$ cat src/rtl/wb_dma_pkg.sv
// Shared types and constants for the Wishbone read-DMA engine.
package wb_dma_pkg;

  typedef enum logic [2:0] {
    ST_IDLE,
    ST_REQ,
    ST_GAP,
    ST_DRAIN,
    ST_FLUSH
  } dma_state_t;

  localparam logic [3:0]  WB_SEL_ALL = 4'hF;
  localparam logic [31:0] ADDR_STEP  = 32'd4;

endpackage

$ cat src/rtl/dma_rd_fifo.sv
// Small synchronous FIFO for read data; head word is readable without a pop.
module dma_rd_fifo #(
  parameter int DEPTH = 4,
  parameter int WIDTH = 32
) (
  input  logic                     clk,
  input  logic                     rst,
  input  logic                     push,
  input  logic                     pop,
  input  logic                     clear,
  input  logic [WIDTH-1:0]         din,
  output logic [WIDTH-1:0]         dout,
  output logic [$clog2(DEPTH):0]   count,
  output logic                     full,
  output logic                     empty
);

  localparam int AW = $clog2(DEPTH);
  localparam int CW = AW + 1;

  logic [WIDTH-1:0] mem [DEPTH];
  logic [AW-1:0]    wr_ptr_reg;
  logic [AW-1:0]    rd_ptr_reg;
  logic [CW-1:0]    count_reg;
  logic             do_push;
  logic             do_pop;

  assign do_push = push && !full;
  assign do_pop  = pop && !empty;

  always_ff @(posedge clk) begin
    if (do_push && !clear) begin
      mem[wr_ptr_reg] <= din;
    end
  end

  // Power-of-two depth lets the pointers wrap on their own.
  always_ff @(posedge clk or posedge rst) begin
    if (rst) begin
      wr_ptr_reg <= '0;
      rd_ptr_reg <= '0;
      count_reg  <= '0;
    end else if (clear) begin
      wr_ptr_reg <= '0;
      rd_ptr_reg <= '0;
      count_reg  <= '0;
    end else begin
      if (do_push) wr_ptr_reg <= wr_ptr_reg + AW'(1);
      if (do_pop)  rd_ptr_reg <= rd_ptr_reg + AW'(1);
      case ({do_push, do_pop})
        2'b10:   count_reg <= count_reg + CW'(1);
        2'b01:   count_reg <= count_reg - CW'(1);
        default: count_reg <= count_reg;
      endcase
    end
  end

  assign dout  = mem[rd_ptr_reg];
  assign count = count_reg;
  assign full  = (count_reg == CW'(DEPTH));
  assign empty = (count_reg == '0);

endmodule

$ cat src/rtl/wb_dma_reader.sv
// Wishbone classic read-only DMA initiator: single-word reads into a FIFO,
// streamed out over valid/ready with tlast on the final word of each job.
module wb_dma_reader
  import wb_dma_pkg::*;
#(
  parameter int FIFO_DEPTH = 4,
  parameter int LEN_W      = 16
) (
  input  logic             wb_clk_i,
  input  logic             wb_rst_i,
  input  logic             cmd_valid,
  output logic             cmd_ready,
  input  logic [31:0]      cmd_addr,
  input  logic [LEN_W-1:0] cmd_len,
  input  logic             abort,
  output logic             dma_cyc_o,
  output logic             dma_stb_o,
  output logic             dma_we_o,
  output logic [3:0]       dma_sel_o,
  output logic [31:0]      dma_adr_o,
  input  logic [31:0]      dma_dat_i,
  input  logic             dma_ack_i,
  output logic             m_tvalid,
  output logic [31:0]      m_tdata,
  output logic             m_tlast,
  input  logic             m_tready,
  output logic             busy,
  output logic             done,
  output logic             aborted
);

  localparam int CNT_W = $clog2(FIFO_DEPTH) + 1;

  dma_state_t       state_reg;
  logic [31:0]      addr_reg;
  logic [LEN_W-1:0] len_reg;
  logic [LEN_W-1:0] issued_reg;
  logic [LEN_W-1:0] pop_idx_reg;
  logic [LEN_W-1:0] pop_idx_next;
  logic             stb_reg;
  logic             busy_reg;
  logic             done_reg;
  logic             aborted_reg;

  logic             fifo_push;
  logic             fifo_pop;
  logic             fifo_clear;
  logic [CNT_W-1:0] fifo_count;
  logic             fifo_full;
  logic             fifo_empty;
  logic             job_finished;

  // Data from an ack that coincides with a pending abort is dropped.
  assign fifo_push  = (state_reg == ST_REQ) && dma_ack_i && !abort;
  assign fifo_clear = (state_reg == ST_FLUSH);
  assign m_tvalid   = !fifo_empty && !fifo_clear;
  assign fifo_pop   = m_tvalid && m_tready;

  assign pop_idx_next = pop_idx_reg + LEN_W'(fifo_pop);
  assign m_tlast      = m_tvalid && (pop_idx_reg == len_reg - LEN_W'(1));

  // Finished once every word is issued and the final word leaves this cycle.
  assign job_finished = (issued_reg == len_reg) && (pop_idx_next == len_reg) &&
                        (fifo_count == CNT_W'(fifo_pop));

  dma_rd_fifo #(
    .DEPTH (FIFO_DEPTH),
    .WIDTH (32)
  ) u_fifo (
    .clk   (wb_clk_i),
    .rst   (wb_rst_i),
    .push  (fifo_push),
    .pop   (fifo_pop),
    .clear (fifo_clear),
    .din   (dma_dat_i),
    .dout  (m_tdata),
    .count (fifo_count),
    .full  (fifo_full),
    .empty (fifo_empty)
  );

  always_ff @(posedge wb_clk_i or posedge wb_rst_i) begin
    if (wb_rst_i) begin
      state_reg   <= ST_IDLE;
      addr_reg    <= '0;
      len_reg     <= '0;
      issued_reg  <= '0;
      pop_idx_reg <= '0;
      stb_reg     <= 1'b0;
      busy_reg    <= 1'b0;
      done_reg    <= 1'b0;
      aborted_reg <= 1'b0;
    end else begin
      done_reg <= 1'b0;
      if (fifo_pop) pop_idx_reg <= pop_idx_next;

      case (state_reg)
        ST_IDLE: begin
          busy_reg <= 1'b0;
          if (cmd_valid) begin
            addr_reg    <= cmd_addr & ~32'h3;
            len_reg     <= cmd_len;
            issued_reg  <= '0;
            pop_idx_reg <= '0;
            aborted_reg <= 1'b0;
            busy_reg    <= 1'b1;
            if (cmd_len == '0) begin
              done_reg <= 1'b1;
            end else begin
              state_reg <= ST_GAP;
            end
          end
        end

        ST_GAP: begin
          if (abort) begin
            state_reg <= ST_FLUSH;
          end else if ((issued_reg < len_reg) && !fifo_full) begin
            state_reg <= ST_REQ;
            stb_reg   <= 1'b1;
          end else if (job_finished) begin
            state_reg <= ST_IDLE;
            done_reg  <= 1'b1;
          end
        end

        // The strobe is never withdrawn mid-cycle; abort waits for the ack.
        ST_REQ: begin
          if (dma_ack_i) begin
            stb_reg <= 1'b0;
            if (abort) begin
              state_reg <= ST_FLUSH;
            end else begin
              addr_reg   <= addr_reg + ADDR_STEP;
              issued_reg <= issued_reg + LEN_W'(1);
              state_reg  <= ST_GAP;
            end
          end else if (abort) begin
            state_reg <= ST_DRAIN;
          end
        end

        ST_DRAIN: begin
          if (dma_ack_i) begin
            stb_reg   <= 1'b0;
            state_reg <= ST_FLUSH;
          end
        end

        ST_FLUSH: begin
          state_reg   <= ST_IDLE;
          done_reg    <= 1'b1;
          aborted_reg <= 1'b1;
        end

        default: begin
          state_reg <= ST_IDLE;
          stb_reg   <= 1'b0;
        end
      endcase
    end
  end

  assign cmd_ready = (state_reg == ST_IDLE);
  assign dma_cyc_o = stb_reg;
  assign dma_stb_o = stb_reg;
  assign dma_we_o  = 1'b0;
  assign dma_sel_o = WB_SEL_ALL;
  assign dma_adr_o = addr_reg;
  assign busy      = busy_reg;
  assign done      = done_reg;
  assign aborted   = aborted_reg;

endmodule

$ cat config.mk
export PLATFORM = sky130hd
export DESIGN_NAME = wb_dma_reader
export DESIGN_NICKNAME = d
export VERILOG_FILES = /design/src/rtl/wb_dma_pkg.sv /design/src/rtl/dma_rd_fifo.sv /design/src/rtl/wb_dma_reader.sv
export SDC_FILE = /design/constraint.sdc
export NUM_CORES = 1
export LEC_CHECK = 0
export ABC_AREA = 0
export BUFFER_PORTS_ARGS = -buffer_cell sky130_fd_sc_hd__buf_2
export CAP_MARGIN = 30
export CORE_MARGIN = 1
export CORE_UTILIZATION = 35
export CTS_CLUSTER_SIZE = 16
export DETAILED_ROUTE_END_ITERATION = 6
export GPL_TIMING_DRIVEN = 0
export PLACE_DENSITY = 0.51
export SYNTH_ARGS = -nofsm -noshare
export SYNTH_HDL_FRONTEND = slang
export SYNTH_SLANG_ARGS = --single-unit
$ cat constraint.sdc
create_clock -name wb_clk_i -period 5.3 [get_ports wb_clk_i]
set_clock_uncertainty 0.2 [all_clocks]
set_input_delay 0.265 -clock wb_clk_i [delete_from_list [all_inputs] [get_ports wb_clk_i]]
set_output_delay 0.265 -clock wb_clk_i [all_outputs]
set_load 0.05 [all_outputs]
==> results of run 1 <==
==> cells in the mapped netlist (all sizes together) (8+ instances only) <==
cell,number,share of area
xor2,31,0.025
clkbuf,38,0.013
and2,14,0.0080
nor3,15,0.0069
and3,11,0.0063
mux4,32,0.066
nor2,75,0.026
edfxtp,128,0.35
or4,8,0.0055
nand3,43,0.020
ha,25,0.029
xnor2,22,0.018
nand2,75,0.026
nor4,12,0.0074
inv,32,0.011
or3,15,0.0088
o22ai,16,0.0092
a2bb2oi,9,0.0072
nand4,21,0.013
buf,24,0.015
o21ai,63,0.029
a21oi,64,0.029
dfrtp,92,0.21
==> cell families (layout without fill, tap and decap cells) <==
logic type               count (synthesis)  after routing  synth area share
AO/OA/AOI/OAI                          191            191             0.106
other                                    2              7          0.000688
AND/OR/NAND/NOR                        317            317             0.147
buffers and inverters                   94            382            0.0394
multiplexers                            37             37            0.0708
XOR/XNOR                                53             53            0.0425
adder cells (fa/ha/maj)                 26             26            0.0305
flip-flops                             220            220             0.563
==> area by class of cell <==
cell class                 instances  area share
tap                              396      0.0357
buffer                            62      0.0223
timing repair buffer             240       0.120
multi-input combinational        631       0.314
sequential                       220       0.442
clock inverter                    14     0.00765
clock buffer                      34      0.0490
inverter                          32     0.00882
==> power groups by stage <==
stage	logic (mW)	clock network [mW]	registers, mW
finish	3.28	1.67	2.36
global route	3.59	1.78	2.40
CTS	3.31	1.73	2.35
detailed placement	3.25	0	2.38
global placement	3.23	0	2.39
floorplan	2.06	0	2.74
==> how the worst max path moves through the flow <==
stage,start,endpoint,slack (ns),cells after the start
3_3_place_gp,state_reg[1],done,0.57,12
5_1_grt,state_reg[1],state_reg[1],0.25,12
4_1_cts,state_reg[1],done,0.56,12
2_1_floorplan,state_reg[2],state_reg[1],1.85,13
3_5_place_dp,state_reg[1],done,0.58,12
6_report,state_reg[1],state_reg[1],0.68,12
==> layer usage <==
layer  up-vias  global-route usage
met5         -                   0
met2       230               0.286
met1      3954               0.245
met4         0              0.0505
li1       4030                   -
met3        44              0.0243
==> critical path, stage by stage (launching register included) <==
cell and delay (ns):
dfrtp_1 0.32, clkbuf_1 0.34, or3b_1 0.37, nand3_1 0.28, inv_1 0.13, clkbuf_1 0.46, ha_1 0.37, xor2_1 0.17
or4_1 0.47, a2111oi_0 0.55, nand4_1 0.18, nor4_2 0.49, o22ai_1 0.14
==> stage by stage <==
step,worst slack (ns),utilization
after floorplan,1.85,-
after global placement,0.572,0.398
after detailed placement,0.577,0.400
after CTS,0.555,0.453
after global routing,0.249,0.453
final,0.679,0.453
==> qor.csv, run 1 <==
stage;metric;value;unit
grt;track_usage;0.176;
critical_path;path_max_fanout;11;
die;num_rows;64;
clock_tree;insertion_delay;0.54;ns
power_and_ir_drop;cellPowerDensity;525;nW/um^2
final_layout;diodes;0;
yosys;synth-async-reset-ratio;0.418;
critical_path;endpoint_kind;flop;
power_and_ir_drop;power_frac_seq;0.323;
final_layout;regMostFlops;u_fifo.mem;
detailed_routing;drt-met1-wl;13300;um
yosys;ys_types;68;
timing;hold_viol;0;
final_layout;final_area;13900;um^2
flow_run;cap_viol_max_count;0;
yosys;yosysWarnings;0;
placement;dp_hpwl;18900;um
final_layout;num-fill-cells;2885;
critical_path;required;5.49;ns
detailed_routing;first_pass_iters;5;
die;core-area;30700;um^2
run_status;outcome;complete, no violations;
final_layout;area_delta_synth_final;27.3;%
placement;port_buffers;153;
clock_tree;clockBufferDepth;3;
detailed_routing;drt_drc_violations_left;0;
yosys;synthFlopType;edfxtp_1;
yosys;synth_edf_count;128;
timing;fin_crit_sh;0.872;
timing;min_period;4.62;ns
grt;antenna_found_initial;0;
power_and_ir_drop;irDropWorstVdd;320;uV
clock_tree;clockRootBuffer;clkbuf_16;
timing;fmax;0.216;GHz
die;die_x;179;um
clock_tree;cts.sinks;220;
detailed_routing;via_per_inst;5.07;
final_layout;drive_gt1_frac;0.218;
yosys;syn_area;10900;um^2
detailed_routing;avgRoutedWirePerCell;17.0;um
die;start_util;0.356;
detailed_routing;vias;8258;
power_and_ir_drop;switching_power;3.23;mW
critical_path;cp.arrival;4.81;ns
power_and_ir_drop;swShare;0.442;
critical_path;reg2reg_depth;12;
timing;rsz0062_at_grt;false;
die;die_area;31900;um^2
final_layout;most-common-layout-cells;buf_2, edfxtp_1, dfrtp_1;
min_path;hp-start;m_tready;
die;io_pins;163;
min_path;min_to;pop_idx_reg[4];
clock_tree;h-tree-depth;1;
timing;relSlewSlack;0.399;
yosys;yosysSeqAreaShare;0.563;
placement;place_area;12300;um^2
clock_tree;cts_tree;done;
critical_path;rrSetupSlack;0.68;ns
grt;grt_start_max_net_pins;53;
yosys;syn_area_per_cell;11.6;um^2
placement;place.gp.congestion;0.844;
power_and_ir_drop;combPwrFrac;0.449;
clock_tree;path_clk_slew;0.06;ns
yosys;ys_ff_latch;220;
critical_path;cp-start-kind;flop;
final_layout;fin_nets;1325;
final_layout;final_cells;1629;
critical_path;path_class;reg -> reg;
timing;drv_slew;0;
detailed_routing;drtIter0Drc;513;
grt;grt_pass1_wl;43800;um
final_layout;largest_register_ffs;128;
grt;grt_pass1_vias;8050;
clock_tree;cts_hold_buf;83;
timing;fin_setup_tns;0;ns
final_layout;multi_input_comb_area;4370;um^2
power_and_ir_drop;p_leak;5.42;nW
timing;holdWs;0.112;ns
clock_tree;post_cts_buffers;0;
power_and_ir_drop;p_clk_frac;0.228;
detailed_routing;top_layer;met4;
detailed_routing;wl_met3;1300;um
final_layout;layout_commonest_cell;buf_2;
power_and_ir_drop;power;7.30;mW
placement;placedCellCount;1498;
final_layout;regArea;6150;um^2
yosys;postSynthCellCount;940;
timing;setup_viol;0;
timing;worst_pin_slew;0.902;ns
clock_tree;cts_buffers;26;
min_path;hold_depth;4;
critical_path;r2r_end;state_reg[1];
critical_path;reg2reg_from;state_reg[1];
detailed_routing;antenna_left;0;
grt;grt-ovfl-total;0;
detailed_routing;drt-total-wl;27700;um
min_path;hold_path_class;in -> reg;
detailed_routing;wl_met2;12400;um
clock_tree;cts_resized;0;
power_and_ir_drop;internal-power;4.07;mW
die;dieHeight;179;um
Note: power is estimated with default switching activity, not from simulation.
==> run 2, diff against run 1 <==
--- a/config.mk
+++ b/config.mk
@@ -8,6 +8,7 @@
 export ABC_AREA = 0
 export BUFFER_PORTS_ARGS = -buffer_cell sky130_fd_sc_hd__buf_2
 export CAP_MARGIN = 30
+export CORE_ASPECT_RATIO = 1.4
 export CORE_MARGIN = 1
 export CORE_UTILIZATION = 35
 export CTS_CLUSTER_SIZE = 16
==> qor.csv, run 2 (synthesis gave the netlist of run 1 again) <==
stage;metric;value;unit
detailed_routing;drtIter0Drc;303;
min_path;hold_path_class;in -> reg;
critical_path;path_class;reg -> reg;
final_layout;drive_gt1_frac;0.221;
grt;track_usage;0.182;
critical_path;cp.arrival;4.95;ns
timing;min_period;4.69;ns
timing;drv_slew;0;
detailed_routing;drt-total-wl;28500;um
clock_tree;clockBufferDepth;3;
grt;grt-ovfl-total;0;
die;die_x;151;um
die;io_pins;163;
die;start_util;0.356;
grt;antenna_found_initial;0;
timing;hold_viol;0;
power_and_ir_drop;p_leak;5.44;nW
clock_tree;clockRootBuffer;clkbuf_16;
detailed_routing;avgRoutedWirePerCell;17.6;um
die;die_area;31900;um^2
timing;fin_setup_tns;0;ns
power_and_ir_drop;irDropWorstVdd;358;uV
clock_tree;insertion_delay;0.52;ns
clock_tree;cts_resized;0;
grt;grt_start_max_net_pins;64;
final_layout;area_delta_synth_final;27.8;%
power_and_ir_drop;cellPowerDensity;529;nW/um^2
timing;setup_viol;0;
detailed_routing;first_pass_iters;4;
placement;pre_cts_slack;0.516;ns
critical_path;path_max_fanout;11;
detailed_routing;drt_drc_violations_left;0;
grt;grt_pass1_wl;45500;um
detailed_routing;vias;8363;
critical_path;required;5.55;ns
clock_tree;cts.sinks;220;
final_layout;diodes;0;
die;dieHeight;211;um
flow_run;cap_viol_max_count;0;
timing;relSlewSlack;0.402;
final_layout;post-route-util;0.454;
timing;rsz0062_at_grt;false;
clock_tree;h-tree-depth;1;
final_layout;num-fill-cells;2921;
critical_path;endpoint_kind;flop;
placement;dp_hpwl;19700;um
critical_path;cp-start-kind;flop;
clock_tree;cts_buffers;24;
detailed_routing;via_per_inst;5.17;
placement;port_buffers;153;
clock_tree;post_cts_buffers;0;
final_layout;largest_register_ffs;128;
critical_path;rrSetupSlack;0.61;ns
timing;worst_pin_slew;0.897;ns
final_layout;regMostFlops;u_fifo.mem;
run_status;outcome;complete, no violations;
die;core-area;30700;um^2
placement;place.gp.congestion;0.846;
clock_tree;cts_tree;done;
grt;grt_pass1_vias;8663;
clock_tree;path_clk_slew;0.06;ns
detailed_routing;antenna_left;0;
timing;fin_crit_sh;0.886;
timing;holdWs;0.0340;ns
die;num_rows;76;
timing;fmax;0.213;GHz
timing;fin_ws;0.606;ns
final_layout;layout_commonest_cell;buf_2;
final_layout;fin_nets;1324;
final_layout;most-common-layout-cells;buf_2, edfxtp_1, dfrtp_1;
-- run 2: report_power, final --
| group | leakage, nW | total, mW | internal (mW) | switching, mW |
|---|---|---|---|---|
| clock network | 0.385 | 1.74 | 1.05 | 0.690 |
| registers | 2.31 | 2.36 | 2.07 | 0.281 |
| logic | 2.74 | 3.29 | 1.04 | 2.25 |
| total | 5.44 | 7.39 | 4.17 | 3.22 |
-- run 2: layout make-up --
class / count / area (um^2) / share of cell area
tap: 390 / 488 / 0.0350
timing repair buffer: 241 / 1710 / 0.123
clock buffer: 28 / 637 / 0.0456
inverter: 32 / 123 / 0.00879
clock inverter: 13 / 173 / 0.0124
sequential: 220 / 6150 / 0.440
buffer: 62 / 310 / 0.0222
multi-input combinational: 631 / 4370 / 0.313
-- run 2: final timing paths --
path,from,to,cells past startpoint
max,state_reg[2],done,12
min,abort,issued_reg[0],4
max reg2reg,state_reg[2],done,12
min reg2reg,aborted,aborted,2
max in group asynchronous,wb_rst_i,len_reg[13],4
min in group asynchronous,wb_rst_i,dma_adr_o[2],3
-- run 2: stage by stage --
stage	total power [mW]	cell area [um^2]	instances
4_1_cts	7.47	14000	1617
2_1_floorplan	4.80	10900	945
6_report	7.39	14000	1617
3_5_place_dp	5.65	12300	1494
5_1_grt	7.84	14000	1617
3_3_place_gp	5.63	12200	1488
-- run 2: repair_timing --
item,4_1_cts,5_1_grt
hold buffers,82,0
endpoints found under the setup margin,0,0
endpoints found under the hold margin,232,0
-- run 2: routing by layer --
layer,up-vias,global-route usage,part of all wire
li1,4017,-,-
met1,4080,0.223,0.42
met2,213,0.324,0.50
met3,53,0.0242,0.049
met4,0,0.0648,0.024
met5,-,0,0
-- run 2: worst max-delay path, stage by stage, from the launching register on --
cell and delay, ns:
dfrtp_1 0.32, clkbuf_1 0.32, or3b_1 0.51, nand3_1 0.29
inv_1 0.09, clkbuf_1 0.30, ha_1 0.41, xor2_1 0.17
or4_1 0.48, a2111oi_0 0.67, nand4_1 0.19, nor4_2 0.45
a21o_1 0.21
